**config.mk**
```make
export PLATFORM = sky130hd
export DESIGN_NAME = comparator_8bit
export DESIGN_NICKNAME = d
export VERILOG_FILES = /design/src/rtl/comparator_8bit.sv
export SDC_FILE = /design/constraint.sdc
export NUM_CORES = 1
export LEC_CHECK = 0
export CAP_MARGIN = 5
export CORE_MARGIN = 10
export CORE_UTILIZATION = 25
export DETAILED_ROUTE_END_ITERATION = 10
export HOLD_SLACK_MARGIN = 0.15
export PLACE_DENSITY_LB_ADDON = 0.05
export SYNTH_ARGS = -nofsm -noshare
export SYNTH_HDL_FRONTEND = slang
export SYNTH_SLANG_ARGS = --single-unit
```
**constraint.sdc**
```tcl
create_clock -name clk -period 1 [get_ports clk]
set_input_delay 0.25 -clock clk [delete_from_list [all_inputs] [get_ports clk]]
set_output_delay 0.25 -clock clk [all_outputs]
set_load 0.05 [all_outputs]
```
**src/rtl/comparator_8bit.sv**
```systemverilog
// Registered magnitude comparator: one-hot lt/eq/gt flags one cycle after a valid operand pair.
// Optional build macro COMPARATOR_SIGNED_EN selects two's-complement operands (default: unsigned).
module comparator_8bit #(
  parameter int unsigned WIDTH = 8
) (
  input  logic             clk,
  input  logic             rst_n,
  input  logic             in_valid,
  input  logic [WIDTH-1:0] inputP,
  input  logic [WIDTH-1:0] inputQ,
  output logic             out_valid,
  output logic             pLessThanQ,
  output logic             pEqualToQ,
  output logic             pGraterGreaterThanQ
);

  logic cmp_lt, cmp_eq, cmp_gt;
  logic valid_q, valid_d;
  logic lt_q, lt_d;
  logic eq_q, eq_d;
  logic gt_q, gt_d;

  // Cascade of 1-bit compare cells, MSB first; the first differing bit decides.
  always_comb begin
    logic eq_run, lt_run, gt_run;
    logic p_b, q_b, cell_gt, cell_lt;
    eq_run = 1'b1;
    lt_run = 1'b0;
    gt_run = 1'b0;
    p_b    = 1'b0;
    q_b    = 1'b0;
    cell_gt = 1'b0;
    cell_lt = 1'b0;
    for (int unsigned k = 0; k < WIDTH; k++) begin
      p_b     = inputP[WIDTH-1-k];
      q_b     = inputQ[WIDTH-1-k];
      cell_gt = p_b & ~q_b;
      cell_lt = ~p_b & q_b;
`ifdef COMPARATOR_SIGNED_EN
      // Sign stage: a set sign bit means the smaller operand.
      if (k == 0) begin
        cell_gt = ~p_b & q_b;
        cell_lt = p_b & ~q_b;
      end
`endif
      lt_run = lt_run | (eq_run & cell_lt);
      gt_run = gt_run | (eq_run & cell_gt);
      eq_run = eq_run & ~(cell_lt | cell_gt);
    end
    cmp_lt = lt_run;
    cmp_eq = eq_run;
    cmp_gt = gt_run;
  end

  // Flags hold their last result while no new operands arrive.
  always_comb begin
    valid_d = in_valid;
    lt_d    = lt_q;
    eq_d    = eq_q;
    gt_d    = gt_q;
    if (in_valid) begin
      lt_d = cmp_lt;
      eq_d = cmp_eq;
      gt_d = cmp_gt;
    end
  end

  always_ff @(posedge clk or negedge rst_n) begin
    if (!rst_n) begin
      valid_q <= 1'b0;
      lt_q    <= 1'b0;
      eq_q    <= 1'b0;
      gt_q    <= 1'b0;
    end else begin
      valid_q <= valid_d;
      lt_q    <= lt_d;
      eq_q    <= eq_d;
      gt_q    <= gt_d;
    end
  end

  assign out_valid           = valid_q;
  assign pLessThanQ          = lt_q;
  assign pEqualToQ           = eq_q;
  assign pGraterGreaterThanQ = gt_q;

endmodule

```
==> results.yml <==
setup_path:
  critPathCaptureType: "output pin"
  critPathBufInv: 2
  critPathSlowestCell: "dfrtp_2"
  startpoint: "pLessThanQ"
  worstRegToRegCells: 3
  cpLargestDelayFamily: "flip-flops"
  crit_path_end: "pLessThanQ"
  crit_chain: "buf_6, buf_12"
  cp-start-kind: "flop"
  crit_cells: 2
  cp_max_fo: 2
  worstSetupPathType: "flop to output pin"
  rrSetupSlack_ps: -20
  r2r_end: "pLessThanQ"
  arrival_ps: 910
  r2r-start: "pLessThanQ"
  cp.required_ps: 750
  cp_slowest_stage_delay_ps: 410
final_layout:
  syn_to_final_growth_pct: 106
  layout_commonest_cell: "inv_1"
  n_fill_cell: 192
  drive_gt1_frac: 0.652
  final_cell_mix: "inv_1 (12), ha_4 (10), buf_2 (8)"
  antenna_cells: 0
  nNetsFinal: 128
min_path:
  hp-class: "input pin to async pin"
routing:
  ant_nets: 0
  routed_wl_um: 1340
  firstDrtPassIters: 3
  vias: 530
  remaining_drc_errors: 0
  wl_per_cell_um: 11.3
  viasPerCell: 4.45
  drt_iter0_markers: 4
floorplanning:
  io_pins: 23
  core_sq_mm: 0.00196
  die_y_um: 65.4
  die_x_um: 65.4
  initial_utilization: 0.263
  die-area_sq_mm: 0.00428
  rows: 16
sta:
  rsz0062_at_grt: "yes"
  drv_slew: 0
  period_share: 1.16
  hold_violations: 0
  worst_slew_pin_slew_ps: 279
  setup_tns_ps: -312
  finClkSkew_ps: 0
  fin_crit_ps: 1160
  setup_viol: 6
  slew_headroom: 0.814
  fmax_mhz: 860
  layout_setup_ws_ps: -163
global_route:
  grt_remaining_overflow: 0
  grt_pass1_vias: 557
  grt.total_usage: 0.0701
  grt_start_max_net_pins: 8
  grt_pass1_wl_um: 2380
  antenna_found_initial: 0
clock_tree:
  clockBufferDepth: 2
  cts_buffers: 3
  hold_buffers: 0
  clk_latency_ps: 230
  clock_sinks: 4
  postCtsSetupBuffers: 0
  tritoncts: "yes"
  clockRootBuffer: "clkbuf_4"
  clkSlewWorstSetupHoldPaths_ps: 40
  htreeDepth: 1
power_and_ir_drop:
  ir_drop_uv: 550
  power.density_mw_per_mm2: 809
  leakagePower_nw: 0.472
synthesis:
  yosysUniqueCellTypes: 16
  avgSynthCellArea_sq_um: 8.45
  syn_inst: 61
  synth-warning-count: 0
  ys_seq_area_frac: 0.194
  synthFlopType: "dfrtp_1"
  synth_async_sr_flop_share: 1.00
  synth_area_sq_um: 515
  ys_ff_latch: 4
  synth-edff-count: 0
  syn_nets: 96
place:
  dp_hpwl_um: 1130
  dp_slack_ps: -735
  io_buffer_count: 22
  gp_congestion: 0.674
outcome:
  violations: "setup timing"
  status: "complete, but fails checks"
flow_run:
  drv_cap: 0
sequential cells by signal (all words and copies together), names as in the netlist:
register             count
pGraterGreaterThanQ      1
pEqualToQ                1
pLessThanQ               1
out_valid                1
through the flow:
stage          cells   util  power (mW)  hold slack (ps)  cell area [sq um]
2_1_floorplan     61      -       0.378            -45.6                597
3_3_place_gp     115  0.473       0.586              476                928
3_5_place_dp     115  0.473       0.586              472                928
4_1_cts          119  0.507       0.847              211                995
5_1_grt          119  0.542       0.920              229               1060
6_report         119  0.542       0.861              209               1060
layer usage:
layer	GRT usage	part of all wire	up-vias	routed length [um]
li1	-	-	265	-
met1	0.0717	0.38	247	510
met2	0.120	0.54	14	725
met3	0.0119	0.047	4	63
met4	0.0642	0.029	0	39
met5	0	0	-	0
how the worst min path moves through the flow:
stage / end / cells after the start / from / slack, ps
after detailed placement: out_valid / 1 / rst_n / 470
after CTS: pGraterGreaterThanQ / 1 / rst_n / 210
final: pGraterGreaterThanQ / 1 / rst_n / 210
after global placement: out_valid / 1 / rst_n / 480
after global routing: pGraterGreaterThanQ / 1 / rst_n / 230
after floorplan: out_valid / 0 / rst_n / -50
Yosys cell counts, types with 2 or more instances:
cell     number  area share
nand3_1       5       0.049
a21o_1        2       0.029
a21oi_1       4       0.039
ha_1         16        0.39
dfrtp_1       4        0.19
inv_1        18        0.13
nand2_1       2       0.015
nor2_1        2       0.015
worst register-to-register path, stage by stage (launching register included):
cell	delay (ps)
dfrtp_2	410
nor2_2	150
nor2_1	60
a211o_1	290
layout make-up:
cell class | instances | area, sq um | share of cell area
Inverter | 18 | 75.1 | 0.0706
Sequential cell | 4 | 101 | 0.0953
Multi-Input combinational cell | 39 | 551 | 0.518
Timing Repair Buffer | 27 | 277 | 0.260
Tap cell | 27 | 33.8 | 0.0318
Clock buffer | 4 | 26.3 | 0.0247
power breakdown:
group	switching, mW	total (mW)	internal [mW]
clock network	0.0715	0.221	0.150
logic	0.211	0.449	0.237
registers	0.0132	0.191	0.178
cell families (layout without fill, tap and decap cells):
logic type,Yosys count,after routing,synth area share
AO/OA/AOI/OAI,10,10,0.138
adder cells (fa/ha/maj),16,16,0.388
flip-flops,4,4,0.194
AND/OR/NAND/NOR,13,13,0.148
buffers and inverters,18,49,0.131
timing repair:
| item | 4_1_cts | 5_1_grt |
|---|---|---|
| resized for setup | 84 | 17 |
| setup endpoints to repair | 7 | 7 |
| hold endpoints to repair | 0 | 0 |
| pin swaps | 17 | 15 |
(Power assumes the default switching activity.)
